$ cat src/rtl/sr595_chain_driver_if.sv
// Handshake/bus bundle between the plane sequencer and the 74HC595 chain driver.
// The sequencer side (master) requests loads; the driver side (slave) reports progress.
interface sr595_chain_driver_if #(
  parameter int unsigned DATA_WIDTH = 56,
  parameter int unsigned CHANNELS   = 1
);
  logic                           start;
  logic [CHANNELS*DATA_WIDTH-1:0] data;
  logic                           busy;
  logic                           done;

  modport master (output start, output data, input busy, input done);
  modport slave  (input start, input data, output busy, output done);
endinterface

$ cat src/rtl/sr595_chain_driver.sv
// Serial loader for daisy-chained 74HC595-style shift registers.
// Captures one word per channel, shifts all channels in parallel on a shared
// shcp, then issues a single stcp latch pulse. All outputs are registered.
// Optional feature: define SR595_OE_BLANK_EN to add the active-low oe_n port,
// which blanks the outputs from latch entry through the done cycle.
module sr595_chain_driver #(
  parameter int unsigned DATA_WIDTH   = 56,
  parameter int unsigned CHANNELS     = 1,
  parameter int unsigned CLK_DIV      = 1,
  parameter int unsigned LATCH_CYCLES = 1,
  parameter int unsigned MSB_FIRST    = 0
) (
  input  logic                clk,
  input  logic                reset,
  sr595_chain_driver_if.slave bus,
  output logic [CHANNELS-1:0] ds,
  output logic                shcp,
  output logic                stcp,
  output logic                mr_n
`ifdef SR595_OE_BLANK_EN
  ,
  output logic                oe_n
`endif
);

  localparam int unsigned CNT_W   = $clog2(DATA_WIDTH + 1);
  localparam int unsigned DIV_MAX = (CLK_DIV > LATCH_CYCLES) ? CLK_DIV : LATCH_CYCLES;
  localparam int unsigned DIV_W   = $clog2(DIV_MAX + 1);

  localparam logic [CNT_W-1:0] LAST_BIT = CNT_W'(DATA_WIDTH - 1);
  localparam logic [DIV_W-1:0] DIV_LAST = DIV_W'(CLK_DIV - 1);
  localparam logic [DIV_W-1:0] LAT_LAST = DIV_W'(LATCH_CYCLES - 1);

  typedef enum logic [2:0] {
    S_IDLE,
    S_SETUP,
    S_SHIFT,
    S_LATCH,
    S_DONE
  } state_t;

  state_t                         state_q;
  logic [CHANNELS*DATA_WIDTH-1:0] shadow_q;
  logic [CNT_W-1:0]               cnt_q;
  logic [CNT_W-1:0]               cnt_d;
  logic [DIV_W-1:0]               div_q;
  logic [DIV_W-1:0]               div_d;
  logic [CHANNELS-1:0]            ds_q;
  logic [CHANNELS-1:0]            ds_first_d;
  logic [CHANNELS-1:0]            ds_next_d;
  logic                           shcp_q;
  logic                           stcp_q;
  logic                           mr_n_q;
  logic                           busy_q;
  logic                           done_q;
`ifdef SR595_OE_BLANK_EN
  logic                           oe_n_q;
`endif

  // Gather the bit at the current shift position from every channel.
  function automatic logic [CHANNELS-1:0] pick_bits(
    input logic [CHANNELS*DATA_WIDTH-1:0] word,
    input logic [CNT_W-1:0]               cnt
  );
    int unsigned         idx;
    logic [CHANNELS-1:0] bits;
    if (MSB_FIRST != 0) idx = DATA_WIDTH - 1 - 32'(cnt);
    else                idx = 32'(cnt);
    bits = '0;
    for (int unsigned c = 0; c < CHANNELS; c++) begin
      bits[c] = word[c*DATA_WIDTH + idx];
    end
    return bits;
  endfunction

  // Next counter values and the serial bits for the first and following positions.
  always_comb begin
    cnt_d      = cnt_q + 1'b1;
    div_d      = div_q + 1'b1;
    ds_first_d = pick_bits(bus.data, '0);
    ds_next_d  = pick_bits(shadow_q, cnt_d);
  end

  // Load sequencer; every output is assigned alongside the state it belongs to,
  // so each pin already carries the value of the state being entered.
  always_ff @(posedge clk) begin
    if (reset) begin
      state_q  <= S_IDLE;
      shadow_q <= '0;
      cnt_q    <= '0;
      div_q    <= '0;
      ds_q     <= '0;
      shcp_q   <= 1'b0;
      stcp_q   <= 1'b0;
      mr_n_q   <= 1'b0;
      busy_q   <= 1'b0;
      done_q   <= 1'b0;
`ifdef SR595_OE_BLANK_EN
      oe_n_q   <= 1'b1;
`endif
    end else begin
      mr_n_q <= 1'b1;
      done_q <= 1'b0;
      unique case (state_q)
        S_IDLE, S_DONE: begin
          shcp_q <= 1'b0;
          stcp_q <= 1'b0;
`ifdef SR595_OE_BLANK_EN
          oe_n_q <= 1'b0;
`endif
          if (bus.start) begin
            shadow_q <= bus.data;
            cnt_q    <= '0;
            div_q    <= '0;
            ds_q     <= ds_first_d;
            busy_q   <= 1'b1;
            state_q  <= S_SETUP;
          end else begin
            busy_q   <= 1'b0;
            state_q  <= S_IDLE;
          end
        end
        S_SETUP: begin
          if (div_q == DIV_LAST) begin
            div_q   <= '0;
            shcp_q  <= 1'b1;
            state_q <= S_SHIFT;
          end else begin
            div_q   <= div_d;
          end
        end
        S_SHIFT: begin
          if (div_q == DIV_LAST) begin
            div_q  <= '0;
            shcp_q <= 1'b0;
            if (cnt_q == LAST_BIT) begin
              stcp_q  <= 1'b1;
`ifdef SR595_OE_BLANK_EN
              oe_n_q  <= 1'b1;
`endif
              state_q <= S_LATCH;
            end else begin
              cnt_q   <= cnt_d;
              ds_q    <= ds_next_d;
              state_q <= S_SETUP;
            end
          end else begin
            div_q <= div_d;
          end
        end
        S_LATCH: begin
          if (div_q == LAT_LAST) begin
            div_q   <= '0;
            stcp_q  <= 1'b0;
            busy_q  <= 1'b0;
            done_q  <= 1'b1;
            state_q <= S_DONE;
          end else begin
            div_q <= div_d;
          end
        end
        default: state_q <= S_IDLE;
      endcase
    end
  end

  assign ds       = ds_q;
  assign shcp     = shcp_q;
  assign stcp     = stcp_q;
  assign mr_n     = mr_n_q;
  assign bus.busy = busy_q;
  assign bus.done = done_q;
`ifdef SR595_OE_BLANK_EN
  assign oe_n     = oe_n_q;
`endif

endmodule

$ cat src/flat_wrapper.sv
// flat-port wrapper written by rule: the top's interface ports become plain ports
module sr595_chain_driver_flat 
#(
  parameter int unsigned DATA_WIDTH   = 56,
  parameter int unsigned CHANNELS     = 1,
  parameter int unsigned CLK_DIV      = 1,
  parameter int unsigned LATCH_CYCLES = 1,
  parameter int unsigned MSB_FIRST    = 0
)
  (clk, reset, ds, shcp, stcp, mr_n, bus_start, bus_data, bus_busy, bus_done);
  sr595_chain_driver_if #(.DATA_WIDTH(DATA_WIDTH), .CHANNELS(CHANNELS)) bus_i ();
  input  logic clk;
  input  logic reset;
  output logic [CHANNELS-1:0] ds;
  output logic shcp;
  output logic stcp;
  output logic mr_n;
  input wire logic [$bits(bus_i.start)-1:0] bus_start;
  input wire logic [$bits(bus_i.data)-1:0] bus_data;
  output wire logic [$bits(bus_i.busy)-1:0] bus_busy;
  output wire logic [$bits(bus_i.done)-1:0] bus_done;
  assign bus_i.start = bus_start;
  assign bus_i.data = bus_data;
  assign bus_busy = bus_i.busy;
  assign bus_done = bus_i.done;
  sr595_chain_driver #(.DATA_WIDTH(DATA_WIDTH), .CHANNELS(CHANNELS), .CLK_DIV(CLK_DIV), .LATCH_CYCLES(LATCH_CYCLES), .MSB_FIRST(MSB_FIRST)) u_core (.clk(clk), .reset(reset), .bus(bus_i), .ds(ds), .shcp(shcp), .stcp(stcp), .mr_n(mr_n));
endmodule
$ cat config.mk
export PLATFORM = sky130hd
export DESIGN_NAME = sr595_chain_driver_flat
export DESIGN_NICKNAME = d
export VERILOG_FILES = /design/src/rtl/sr595_chain_driver_if.sv /design/src/rtl/sr595_chain_driver.sv /design/src/flat_wrapper.sv
export SDC_FILE = /design/constraint.sdc
export NUM_CORES = 1
export LEC_CHECK = 0
export ABC_AREA = 1
export ABC_CLOCK_PERIOD_IN_PS = 2300
export BUFFER_PORTS_ARGS = -buffer_cell sky130_fd_sc_hd__clkbuf_2
export CAP_MARGIN = 40
export CORE_UTILIZATION = 36
export DETAILED_ROUTE_END_ITERATION = 10
export GPL_ROUTABILITY_DRIVEN = 1
export PLACE_DENSITY = 0.53
export RECOVER_POWER = 25
export SYNTH_ARGS = -nofsm -noshare
export SYNTH_HDL_FRONTEND = slang
export SYNTH_SLANG_ARGS = --single-unit
$ cat constraint.sdc
create_clock -name clk -period 2.3 [get_ports clk]
set_clock_uncertainty 0.05 [all_clocks]
set_input_delay 0.115 -clock clk [delete_from_list [all_inputs] [get_ports clk]]
set_output_delay 0.115 -clock clk [all_outputs]
set_load 0.005 [all_outputs]
## Word-level counts from Yosys, hierarchy flattened

Cells that the tools add are included.

| storage, ports and cells | value |
|---|---|
| memory bits (writable) | 0 |
| latch bits | 0 |
| ROM bits | 0 |
| memories kept | 0 |
| logic and storage cells | 70 |
| output and inout bits | 6 |
| input bits | 59 |
| bits in registers | 72 |

| cells by class | value |
|---|---|
| reductions and logical operators | 16 |
| div/mod/pow operators | 0 |
| mux-type cells | 29 |
| equality and inequality tests | 11 |
| $lt $le $gt $ge | 1 |
| shift operators | 0 |
| bitwise gates (word level) | 1 |
| multiply operators | 0 |
| add/sub/neg operators | 2 |

Operators with widths:

| cell | number |
|---|---|
| $mux W6 | 3 |
| $mux W1 | 14 |
| $pmux W3 S4 | 1 |
| $pmux W6 S2 | 1 |
| $ne A2 B2 Y1 const B | 5 |
| $mux W3 | 3 |
| $reduce_and A4 Y1 | 2 |
| $lt A6 B7 Y1 const B | 1 |
| $add A6 B1 Y6 const B | 1 |
| $bmux W1 S6 | 1 |
| $eq A3 B2 Y1 const B | 2 |
| $eq A6 B6 Y1 const B | 1 |
| $pmux W1 S2 | 3 |
| $pmux W1 S3 | 2 |
| $reduce_and A2 Y1 | 3 |
| $reduce_and A3 Y1 | 2 |
| $reduce_bool A2 Y1 | 3 |
| $reduce_bool A3 Y1 | 2 |
| $reduce_or A2 Y1 | 2 |
| $eq A3 B1 Y1 const B | 1 |
| $eq A3 B3 Y1 const B | 1 |
| $logic_not A3 Y1 | 1 |
| $reduce_or A3 Y1 | 1 |
| $mux W2 | 1 |
| other kinds (3) | 3 |

## Depth between registers and ports, before layout

| depth | value |
|---|---|
| word-level depth | 6 |
| mapped depth | 12 |
| gate-level depth less buffers | 12 |

## Worst setup path after synthesis

OpenSTA, ideal clock, no wires.

| path | value |
|---|---|
| kind | register to register |
| start point | reg u_core.cnt_q[0] |
| end point | reg u_core.ds_q, in the netlist u_core.ds |
| setup slack | 0.589 ns |
| cell stages (with the launch flop) | 13 |
| period minus slack after synthesis | 1.711 ns |
| buffers on the path | 2 |
| data arrival time | 1.594 ns |
| library setup time | 0.067 ns |
| required time | 2.183 ns |
| cells stage by stage | dfxtp_1 > ha_1 > buf_2 > inv_1 > buf_4 > nand3_1 > nand3_1 > nand3_1 > a21oi_1 > nand2_1 > nand3_1 > nand2_1 > a21oi_2 |

| between the ends | value |
|---|---|
| longest elaborated chain between the ends | 6 |
| elaborated cells on any way between the ends | 9 |
| those cells by class | add/sub (1); eq/ne (2); mux (5); reduce/logical (1) |

Ends and longest elaborated chain:

| element | RTL line | RTL |
|---|---|---|
| from (decl) | sr595_chain_driver.sv:44 | `logic [CNT_W-1:0] cnt_q;` |
| from (signal assigned) | sr595_chain_driver.sv:143 | `cnt_q <= cnt_d;` |
| $add A6 B1 Y6 | sr595_chain_driver.sv:78 | `cnt_d = cnt_q + 1'b1;` |
| $bmux W1 S6 | sr595_chain_driver.sv:71 | `bits[c] = word[c*DATA_WIDTH + idx];` |
| $mux W1 (implied by the code) | sr595_chain_driver.sv:71 |  |
| $mux W1 | sr595_chain_driver.sv:136 | `if (cnt_q == LAST_BIT) begin` |
| $mux W1 | sr595_chain_driver.sv:133 | `if (div_q == DIV_LAST) begin` |
| $pmux W1 S2 | sr595_chain_driver.sv:104 | `unique case (state_q)` |
| to (signal assigned) | sr595_chain_driver.sv:115 | `ds_q <= ds_first_d;` |
| to (signal assigned) | sr595_chain_driver.sv:144 | `ds_q <= ds_next_d;` |
| to (decl) | sr595_chain_driver.sv:48 | `logic [CHANNELS-1:0] ds_q;` |

Several ways; a longest one is shown, not always the timed one. The select of a mux whose other input is x is not followed.
A chain may end at the register's enable or synchronous reset.

## Worst setup path after layout

| path | value |
|---|---|
| start point | reg u_core.cnt_q[1] |
| end point | reg u_core.ds_q, in the netlist u_core.ds |

The elaborated chain is that of the path after synthesis.

==> results.ini <==
[power_and_ir_drop]
switchingPower_uw = 730.5
intPower_uw = 1910
sequentialPowerShare_pct = 51.5
ir_drop_v = 0.0003302
powerDensity_nw_per_um2 = 677.2
leakagePower_uw = 0.001681
power_uw = 2640
swShare_pct = 27.67
combPwrFrac_pct = 16.3
pwr-share-clk_pct = 32.2

[drt]
vias_per_cell = 4.738
wirelength_mm = 7.491
via_count = 2985
drt-pass1-iter-count = 4
drt_iter0_drc = 171
ant_nets = 0
drcViolationCount = 0
wl_per_cell_um = 11.89

[worst_setup_path]
crit_top_cell = nand3_1
worst-path-buf-inv = 1
critPathTopFamily = simple AND/OR/NAND/NOR gates
critPathLaunchType = flip-flop
cp.arrival_ps = 2120
worstSetupPathType = flip-flop to flip-flop
cp.depth = 10
crit-reg2reg-launch = u_core.cnt_q[1]
end_kind = flip-flop
critical-path-max-stage-delay_ps = 450
rrSetupSlack_ps = 340
worstPathCellList = ha_1 -> inv_1 -> o211ai_1 -> nand3_1 -> nand3_1 -> nand3_1 -> nand2_1 -> nand3_1 -> nand2_1 -> a21oi_2
cp_slowest_cell = ha_1
ff2ff_path_depth = 10
crit_required_ps = 2460
cp_max_fo = 12
startpoint = u_core.cnt_q[1]

[min_path]
whs_path_depth = 3
min_from = bus_data[39]
hold_path.class = input port to flip-flop

[place]
port-buffer-count = 64
place_congestion = 0.8747
hpwl_mm = 5.377

[sta]
relSlewSlack_pct = 41.38
maxSlewViolCount = 0
period_share_pct = 85.22
fmaxAchievable_mhz = 510.2
setup_viol = 0
finalHoldViolCount = 0
worst_pin_slew_ps = 879.4
hold_slack_ps = 10.58
setup-tns-final_ps = 0
rsz0062_at_grt = false
fin_crit_ps = 1960

[finish]
post-route-util_pct = 44.93
n_antenna_cell = 0
final_cell_mix = dfxtp_1, nand2_1, clkbuf_2
num-nets-final = 578
areaGrowthSynthToFinish_pct = 21.67
final_common_cell = dfxtp_1
drive_gt1_share_pct = 18.20

[clocking]
cts_tree = built
clock_path_buffers = 2
root_buffer = clkbuf_8
h-tree-depth = 3
clk_pin_slew_ps = 70
clk_latency_ps = 340
cts_buffers = 9
cts.sinks = 71

[synth]
syn_area_um2 = 3204
yosysSeqAreaShare_pct = 44.36
ys_ff_latch = 71
syn_nets = 509
syn_avg_cell_area_um2 = 7.137
syn_inst = 449
yosys_warnings = 0
synthFlopType = dfxtp_1
synth-edff-count = 0
ys_types = 28
async_flop_share_pct = 0

[status]
status = complete, no violations

[floorplanning]
die_area_um2 = 9282
fp.dieH_um = 96.35
rows = 34
initial_core_util_pct = 36.92
io_pins = 65
coreArea_um2 = 8678
die_x_um = 96.35

[global_route]
grt_pass1_vias = 2808
grt_overflow = 0
grt_pass1_wl_mm = 12.59
grt_usage_pct = 17.79
grt_max_degree = 55
antenna_found_initial = 0

[flow_run]
cap_violations = 0

[cells in the mapped netlist (2+ instances only)]
cell type	n	area [um^2]
nand2_1	64	240.2
buf_4	2	15.01
dfxtp_1	71	1421
nor2_1	37	138.9
a21oi_1	57	285.3
clkbuf_1	17	63.81
o21ai_0	60	300.3
nand3_1	47	235.2
inv_1	58	217.7
o211ai_1	4	30.03
inv_2	6	22.52
buf_6	2	22.52
xor2_1	2	17.52
buf_2	7	35.03
nor2_8	2	40.04
[power groups by stage]
stage	Sequential [uW]	Clock (uW)	Combinational, uW
2_1_floorplan	1380	0	295
3_3_place_gp	1390	0	409
3_5_place_dp	1390	0	415
4_1_cts	1360	876	439
5_1_grt	1370	929	501
6_report	1360	850	430
[worst min-delay path, cell delays in order]
cell	delay, ps
clkbuf_2	70
o21ai_0	70
a21oi_1	100
[metrics by stage]
step	cells	instance area, um^2	setup slack (ps)
CTS	630	3910	364.6
global placement	598	3576	395.4
floorplan	449	3204	588.8
detailed placement	598	3576	386.6
global route	630	3899	79.87
finish	630	3899	340.0
[final timing paths]
path / end
setup / recovery: u_core.ds
hold / removal: u_core.shadow_q[39]
setup reg to reg: u_core.ds
hold reg to reg: u_core.shadow_q[34]
[cells by family after synthesis]
| group | after synthesis | synth area share [%] |
|---|---|---|
| compound gates | 125 | 20.15 |
| xor+xnor | 3 | 1.055 |
| fa+ha+maj | 1 | 0.3904 |
| buf+inv | 93 | 11.87 |
| flops | 71 | 44.36 |
| simple gates | 156 | 22.18 |
[final cells by class]
type                    count  area (um^2)
clock inverters             4        22.52
multi-input cells         285         1405
flip-flops and latches     71         1421
repair buffers             86        529.3
fillers                   970         4780
inverters                  65        244.0
well taps                 108        135.1
clock buffers              11        141.4
[layer usage]
layer  part of all wire [%]  global-route usage [%]  vias up
met5                      0                       0        -
met4                    2.4                   7.475        0
met3                    3.8                   4.660       16
met2                     43                   28.31       61
met1                     50                   22.72     1326
li1                       -                       -     1582
[state kept, by name, summed over array words and instances (netlist names)]
register and count:
u_core.shadow_q 56, u_core.shcp 1, u_core.ds 1, u_core.stcp 1, u_core.bus.busy 1, u_core.bus.done 1, u_core.mr_n 1, u_core.state_q 3
u_core.cnt_q 6
[repair_timing]
item	4_1_cts	5_1_grt
setup buffers	0	0
setup endpoints to repair	0	0
hold endpoints to repair	17	0
hold buffers	17	0
gates resized for setup	0	0
Power figures use the tool's default switching activity.
